### src/rtl/scoreboard_pkg.sv
// rtl/scoreboard_pkg.sv - slot entry type, forwarding constants and select-width helper
package scoreboard_pkg;

   // Wide enough for any register file up to 256 entries; narrower ids are zero-extended.
   localparam int DEST_W     = 8;
   localparam int FWD_SEL_RF = 0;

   typedef struct packed {
      logic              valid;
      logic              wb_en;
      logic [DEST_W-1:0] dest;
      logic              mem_read;
   } slot_t;

   function automatic int sel_width(input int depth);
      return (depth < 2) ? 1 : $clog2(depth);
   endfunction

endpackage

### src/rtl/scoreboard_src_match.sv
// rtl/scoreboard_src_match.sv - match one source operand against the forwardable slots
module scoreboard_src_match
   import scoreboard_pkg::*;
#(
   parameter int DEPTH  = 3,
   parameter int REG_AW = 4,
   parameter int SEL_W  = 2
) (
   input  logic              src_valid,
   input  logic [REG_AW-1:0] src,
   input  slot_t [DEPTH-2:0] slots,
   output logic              hit,
   output logic              load_hit,
   output logic [SEL_W-1:0]  slot_idx
);

   logic [DEPTH-2:0] match;
   logic             youngest_load;

   for (genvar i = 0; i < DEPTH-1; i++) begin : g_match
      assign match[i] = src_valid & slots[i].valid & slots[i].wb_en
                      & (slots[i].dest == DEST_W'(src));
   end

   // Scan oldest to youngest so the lowest matching slot is the one left behind.
   always_comb begin
      hit           = 1'b0;
      slot_idx      = '0;
      youngest_load = 1'b0;
      for (int i = DEPTH-2; i >= 0; i--) begin
         if (match[i]) begin
            hit           = 1'b1;
            slot_idx      = SEL_W'(i);
            youngest_load = slots[i].mem_read;
         end
      end
   end

   assign load_hit = hit & (slot_idx == '0) & youngest_load;

endmodule

### src/rtl/pipeline_scoreboard.sv
// rtl/pipeline_scoreboard.sv - hazard detection and forwarding-select scoreboard beside ID
// Optional stall counter: SCOREBOARD_STALL_CNT_EN (undefined ties stall_cnt to 0).
module pipeline_scoreboard
   import scoreboard_pkg::*;
#(
   parameter  int NUM_REGS = 16,
   parameter  int DEPTH    = 3,
   parameter  int NUM_SRC  = 2,
   parameter  int CNT_W    = 16,
   localparam int REG_AW   = $clog2(NUM_REGS),
   localparam int SEL_W    = sel_width(DEPTH)
) (
   input  logic                      clk,
   input  logic                      rst,
   input  logic                      freeze,
   input  logic                      flush,
   input  logic                      id_valid,
   input  logic                      id_wb_en,
   input  logic [REG_AW-1:0]         id_dest,
   input  logic                      id_mem_read,
   input  logic [NUM_SRC-1:0]        id_src_valid,
   input  logic [NUM_SRC*REG_AW-1:0] id_src,
   input  logic                      en_forwarding,
   output logic                      stall,
   output logic [NUM_SRC*SEL_W-1:0]  exe_fwd_sel,
   output logic [CNT_W-1:0]          stall_cnt
);

   // The WB slot writes a write-first register file, so nothing ever needs to read it back;
   // only slots 0..DEPTH-2 hold state.
   localparam int NSLOT = DEPTH - 1;

   slot_t [NSLOT-1:0]        slots;
   slot_t                    id_entry;
   logic [NUM_SRC-1:0]       hit;
   logic [NUM_SRC-1:0]       load_hit;
   logic [NUM_SRC*SEL_W-1:0] slot_idx;
   logic                     hazard;
   logic [NUM_SRC*SEL_W-1:0] fwd_sel_d;

   for (genvar s = 0; s < NUM_SRC; s++) begin : g_src
      scoreboard_src_match #(
         .DEPTH  (DEPTH),
         .REG_AW (REG_AW),
         .SEL_W  (SEL_W)
      ) u_match (
         .src_valid (id_src_valid[s]),
         .src       (id_src[s*REG_AW +: REG_AW]),
         .slots     (slots),
         .hit       (hit[s]),
         .load_hit  (load_hit[s]),
         .slot_idx  (slot_idx[s*SEL_W +: SEL_W])
      );
   end

   assign hazard = en_forwarding ? (|load_hit) : (|hit);
   assign stall  = hazard & id_valid & ~flush;

   // A producer in slot i has advanced to slot i+1 by the time the consumer is in EXE.
   always_comb begin
      fwd_sel_d = {NUM_SRC{SEL_W'(FWD_SEL_RF)}};
      if (en_forwarding && id_valid && !flush && !stall) begin
         for (int s = 0; s < NUM_SRC; s++) begin
            if (hit[s]) begin
               fwd_sel_d[s*SEL_W +: SEL_W] = slot_idx[s*SEL_W +: SEL_W] + SEL_W'(1);
            end
         end
      end
   end

   always_comb begin
      id_entry = '0;
      if (id_valid && !stall && !flush) begin
         id_entry.valid    = 1'b1;
         id_entry.wb_en    = id_wb_en;
         id_entry.dest     = DEST_W'(id_dest);
         id_entry.mem_read = id_mem_read;
      end
   end

   always_ff @(posedge clk or negedge rst) begin
      if (!rst) begin
         slots       <= '0;
         exe_fwd_sel <= {NUM_SRC{SEL_W'(FWD_SEL_RF)}};
      end else if (!freeze) begin
         slots[0] <= id_entry;
         for (int i = 1; i < NSLOT; i++) begin
            slots[i] <= slots[i-1];
         end
         exe_fwd_sel <= fwd_sel_d;
      end
   end

`ifdef SCOREBOARD_STALL_CNT_EN
   always_ff @(posedge clk or negedge rst) begin
      if (!rst) begin
         stall_cnt <= '0;
      end else if (stall && !freeze && (stall_cnt != {CNT_W{1'b1}})) begin
         stall_cnt <= stall_cnt + CNT_W'(1);
      end
   end
`else
   assign stall_cnt = '0;
`endif

endmodule
### config.mk
export PLATFORM = sky130hd
export DESIGN_NAME = pipeline_scoreboard
export DESIGN_NICKNAME = d
export VERILOG_FILES = /design/src/rtl/scoreboard_pkg.sv /design/src/rtl/scoreboard_src_match.sv /design/src/rtl/pipeline_scoreboard.sv
export SDC_FILE = /design/constraint.sdc
export NUM_CORES = 1
export LEC_CHECK = 0
export ABC_AREA = 1
export BUFFER_PORTS_ARGS = -buffer_cell sky130_fd_sc_hd__buf_4
export CAP_MARGIN = 20
export CELL_PAD_IN_SITES_DETAIL_PLACEMENT = 0
export CELL_PAD_IN_SITES_GLOBAL_PLACEMENT = 1
export CORE_UTILIZATION = 33
export DETAILED_ROUTE_END_ITERATION = 12
export HOLD_SLACK_MARGIN = 0.08
export PLACE_DENSITY_LB_ADDON = 0.1
export SLEW_MARGIN = 25
export SYNTH_ARGS = -nofsm -noshare
export SYNTH_HDL_FRONTEND = slang
export SYNTH_SLANG_ARGS = --single-unit
### constraint.sdc
create_clock -name clk -period 1.5 [get_ports clk]
set_input_delay 0.075 -clock clk [delete_from_list [all_inputs] [get_ports clk]]
set_output_delay 0.075 -clock clk [all_outputs]
set_load 0.005 [all_outputs]
# --- Yosys cells after proc, flatten, opt, wreduce, memory -nomap -nowiden ---
# Index checks and enable logic that the tools add are counted.
totals:
  ff_bits: 26
  inputBits: 22
  out_inout_bits: 21
  wordCells: 62
op_classes:
  muxes: 17
  n_addsub: 2
  bitwise_logic: 19
  reduce_logical: 11
  n_eq_ne: 4
op_table:
  columns: ["operator", "n"]
  rows:
  - ["8-bit by 4-bit equality test with 1-bit output", 4]
  - ["1-bit bitwise AND", 18]
  - ["1-bit 2-to-1 mux", 13]
  - ["11-bit 2-to-1 mux", 1]
  - ["1-bit logical AND", 5]
  - ["2-bit by 1-bit adder with 2-bit output (second input constant)", 2]
  - ["2-bit logical NOT", 2]
  - ["2-bit 2-to-1 mux", 2]
  - ["4-bit 2-to-1 mux", 1]
  - ["2-bit OR reduction", 2]
  - ["1-bit logical NOT", 2]
  - ["1-bit NOT", 1]

# --- Depth between registers and ports, before layout ---
depth:
  ltp_word: 16
  ltp_mapped: 12

# --- Modules after synthesis ---
# Synthesis repeated with hierarchy kept, for this count alone.
hier_totals:
  cells_unflattened: 238
  area_unflattened_um2: 1457.6
by_module_without_submodules:
  columns: ["mod", "area_per_inst_um2", "instances", "cells_per_inst", "seq_area_each_um2"]
  rows:
  - ["pipeline_scoreboard", 914.6, 1, 110, 450.4]
  - ["scoreboard_src_match", 271.5, 2, 64, 0.0]

# --- Worst setup path after synthesis ---
# No wires, ideal clock.
synth_timing:
  path_type: "register to register"
  start: "register, netlist name slots[4]"
  end: "register exe_fwd_sel[2]"
  setup_ns: 0.117
  slack_ns: 0.218
  stages_incl_launch_ff: 12
  arrival_ns: 1.165
  t_required_ns: 1.383
  path_cell_list: "dfrtp_1 inv_1 nand2_1 a21oi_1 nand3_2 nand2_1 nand2_1 nand2_1 nor2_2 buf_6 nand3_1 nand2_1"
synth_between:
  elab_chain_len: 13
synth_lines:
  columns: ["element", "line", "rtl"]
  rows:
  - ["8-bit by 4-bit equality test with 1-bit output", "scoreboard_src_match.sv:22", "& (slots[i].dest == DEST_W'(src));"]
  - ["1-bit bitwise AND", "scoreboard_src_match.sv:22", null]
  - ["1-bit 2-to-1 mux", "scoreboard_src_match.sv:31", "if (match[i]) begin"]
  - ["2-bit logical NOT", "scoreboard_src_match.sv:39", "assign load_hit = hit & (slot_idx == '0) & youngest_load;"]
  - ["1-bit bitwise AND (2 in series)", "scoreboard_src_match.sv:39", null]
  - ["2-bit OR reduction", "pipeline_scoreboard.sv:56", "assign hazard = en_forwarding ? (|load_hit) : (|hit);"]
  - ["1-bit 2-to-1 mux", "pipeline_scoreboard.sv:56", null]
  - ["1-bit bitwise AND (2 in series)", "pipeline_scoreboard.sv:57", "assign stall = hazard & id_valid & ~flush;"]
  - ["1-bit logical NOT", "pipeline_scoreboard.sv:62", "if (en_forwarding && id_valid && !flush && !stall) begin"]
  - ["1-bit logical AND", "pipeline_scoreboard.sv:62", null]
  - ["4-bit 2-to-1 mux *", "pipeline_scoreboard.sv:62", null]
  - ["to (signal assigned)", "pipeline_scoreboard.sv:84", "exe_fwd_sel <= {NUM_SRC{SEL_W'(FWD_SEL_RF)}};"]
  - ["to (signal assigned)", "pipeline_scoreboard.sv:90", "exe_fwd_sel <= fwd_sel_d;"]
  - ["to (decl)", "pipeline_scoreboard.sv:25", "output logic [NUM_SRC*SEL_W-1:0] exe_fwd_sel,"]
# Every way passes the cells marked *; elsewhere a longest branch is shown, timed or not.
# A chain may end at the register's enable or synchronous reset.

# --- Worst setup path in the final report ---
layout_timing:
  start: "register, netlist name slots[4]"
  end: "output port stall"
layout_between:
  elab_chain_len: 10
layout_lines:
  columns: ["element", "line", "rtl"]
  rows:
  - ["8-bit by 4-bit equality test with 1-bit output", "scoreboard_src_match.sv:22", null]
  - ["1-bit bitwise AND", "scoreboard_src_match.sv:22", null]
  - ["1-bit 2-to-1 mux", "scoreboard_src_match.sv:31", null]
  - ["2-bit logical NOT", "scoreboard_src_match.sv:39", null]
  - ["1-bit bitwise AND (2 in series)", "scoreboard_src_match.sv:39", null]
  - ["2-bit OR reduction", "pipeline_scoreboard.sv:56", null]
  - ["1-bit 2-to-1 mux *", "pipeline_scoreboard.sv:56", null]
  - ["1-bit bitwise AND * (2 in series)", "pipeline_scoreboard.sv:57", null]
  - ["to (decl)", "pipeline_scoreboard.sv:24", "output logic stall,"]
# Marks and branches as above.

==> results.txt <==
Status: finished, violations left
Failing checks: negative setup slack
N_diodes: 0
Cell-internal power: 677 uW
H-tree depth: 1
Slew Limit Fails: 0
Netlist cell types: 15
Synth warn: 0
Vias in the first global route: 1003
Hold crit path type: primary input to flip-flop
Crit-path cells: inv_2 > nand2_1 > nand2_1 > nor2_1 > nand3_1 > nand2_2 > nand2_2 > a21oi_2 > buf_4
Tcrit/Tclk final: 104%
Post-route ant nets: 0
Largest family of logic cells by synthesized area: simple AND/OR/NAND/NOR gates
Area of the die: 0.00369 sq mm
Die Y: 60.7 um
Worst EP required: 1.42 ns
Final Critical Period: 1.56 ns
Max Cap Violations: 0
Post-synthesis compound-gate area fraction: 3.08%
Final Hold Viols: 0
I/O Buffers: 26
Post-Synthesis Cells: 170
Slowest cell on crit path: dfrtp_1
CP peak stage delay: 0.42 ns
Final instance area: 0.00150 sq mm
Final WS setup: -0.0605 ns
Mapped Area: 0.00114 sq mm
Initial Util: 36.1%
Clk_lat worst skew: 0.29 ns
Core Rows: 20
Clock-pin slew on the worst setup and hold paths: 0.10 ns
Sw power: 277 uW
Global-route wire length before repair: 4.19 mm
Yosys top cell by area: dfrtp_1
Buf/Inv on CP: 2
Hold_ws: 0.132 ns
Power Density: 635 mW/mm^2
Top delay family on crit path: simple AND/OR/NAND/NOR gates
DRC: 0
Fraction of layout cells with a size suffix above 1: 27.4%
GPL Wtd Cong: 0.718
Adder-cell area share of the yosys netlist: 0%
Max Clock Freq: 0.641 GHz
Power consumption: 953 uW
Switching Share: 29.0%
Mux cell area share after synthesis: 0%
Root Buffer Master: clkbuf_4
Place WS: -0.0882 ns
Crit-path max FO: 4
Unrepaired setup endpoints after global routing: yes
DR pass1 iterations: 4
Crit start category: flip-flop
Simple-Gate Fraction of Synth Area: 36.6%
Drt via density: 4.23
XOR/XNOR Fraction of Synth Area: 3.08%
Leakage power: 0.836 nW
Inserted Clock Buffers: 3
Largest net degree at the start of global routing: 24
Largest cells by area after synthesis: dfrtp_1, nand2_1, buf_4, nand3_1, inv_1
Arr. time, crit path: 1.49 ns
WL/cell: 10.1 um
Seq/Total Area, Yosys: 37.4%
CTS sink count: 17
CTS tree: done
Syn Area/Cell: 6.69 sq um
Peak VDD IR: 0.344 mV
Worst setup EP type: output port
Synth-to-Final Area Change: 32.0%
Final setup viols: 6
Total Routing Usage GR: 15.5%
Dpl hpwl: 1.83 mm
Synth top area share: 37.4%
Core area: 0.00315 sq mm
Initial antenna violation count: 0
Clock network power share: 25.7%
Fillers: 339
Max Root-Sink Buffers: 2
Drt first-iter violations: 30
Sequential share of power: 52.8%
Placed Instance Area: 0.00129 sq mm
Nets@finish: 231
Gate power share: 21.5%
# IOs: 43
Register bit total from synthesis: 17
TNS Setup: -0.111 ns
Clock skew: 0.00321 ns
Total number of vias: 1065
GRT overflow: 0
Die Width: 60.7 um
Final wirelength: 2.54 mm
Kind of critical path: flip-flop to output port
==> per-layer routing <==
| metal | GRT usage (%) | up-vias | wire (um) |
|---|---|---|---|
| met5 | 0 | - | 0 |
| met4 | 7.79 | 0 | 19 |
| met3 | 2.35 | 2 | 143 |
| met2 | 23.5 | 35 | 1190 |
| met1 | 21.3 | 467 | 1190 |
| li1 | - | 561 | - |
==> state kept, by name (all words and copies together) (netlist names) <==
name,flops
slots,13
exe_fwd_sel,4
==> cell usage after synthesis <==
| cell type | count |
|---|---|
| nor2_1 | 7 |
| xnor2_1 | 4 |
| o21ai_0 | 5 |
| nor2_2 | 1 |
| conb_1 | 1 |
| nand2_1 | 73 |
| buf_6 | 1 |
| dfrtp_1 | 17 |
| inv_1 | 19 |
| clkbuf_1 | 3 |
| nand3_2 | 2 |
| nand3_1 | 16 |
| nor3_1 | 2 |
| a21oi_1 | 2 |
| buf_4 | 17 |
==> kinds of logic after synthesis <==
family                 after synthesis
AND/OR/NAND/NOR                    101
buffers and inverters               40
flip-flops                          17
AO/OA/AOI/OAI                        7
XOR/XNOR                             4
other                                1
==> power groups by stage <==
stage          registers (mW)  logic, mW  clock network (mW)
3_3_place_gp            0.511      0.173                   0
6_report                0.504      0.205               0.245
5_1_grt                 0.508      0.236               0.270
3_5_place_dp            0.512      0.173                   0
4_1_cts                 0.503      0.198               0.264
2_1_floorplan           0.507      0.133                   0
==> through the flow <==
stage               utilization, %  std cells
floorplan                        -        185
global route                  47.6        252
global placement              41.0        234
detailed placement            41.0        234
finish                        47.6        252
CTS                           46.4        251
==> timing repair <==
action | CTS | global route
resized for setup | 7 | 13
hold buffers | 8 | 0
pin swaps | 8 | 7
endpoints found under the setup margin | 12 | 12
setup buffers | 6 | 0
endpoints found under the hold margin | 25 | 0
cloned | 0 | 1
==> final timing paths <==
check	startpoint	endpoint	slack, ns	cells past startpoint
setup / recovery	slots[4]$_DFFE_PN0N_	stall	-0.06	9
hold / removal	freeze	exe_fwd_sel[3]$_DFFE_PN0N_	0.13	3
setup reg to reg	slots[4]$_DFFE_PN0N_	exe_fwd_sel[3]$_DFFE_PN0N_	-0.02	11
hold reg to reg	slots[0]$_DFFE_PN0N_	slots[0]$_DFFE_PN0N_	0.48	2
max in group asynchronous	rst	slots[3]$_DFFE_PN0N_	1.12	2
min in group asynchronous	rst	slots[15]$_DFFE_PN0N_	0.18	2
==> worst register-to-register path, stage by stage (launching register included) <==
cell	delay, ns
dfrtp_1	0.43
inv_2	0.09
nand2_1	0.05
nand2_1	0.06
nor2_1	0.04
nand3_1	0.12
nand2_2	0.06
nand2_2	0.07
nand2_1	0.11
nor2_2	0.26
nand3_1	0.10
nand2_1	0.08
==> cell usage in the layout, fill, tap and decap left out, drive strengths merged <==
cell and instances:
xnor2 4, nor3 2, inv 19, dfrtp 17, nand3 18, buf 31
clkbuf 4, a21oi 2, conb 16, nor2 9, dlygate4sd3 8, nand2 73
o21ai 5
==> area by class of cell <==
type / count / area (sq um) / share of cell area (%)
Multi-Input combinational cell: 129 / 611 / 40.7
Sequential cell: 17 / 425 / 28.3
Timing Repair Buffer: 39 / 313 / 20.8
Inverter: 19 / 71.3 / 4.75
Tap cell: 44 / 55.1 / 3.67
Clock buffer: 4 / 26.3 / 1.75
Note: power is estimated with default switching activity, not from simulation.
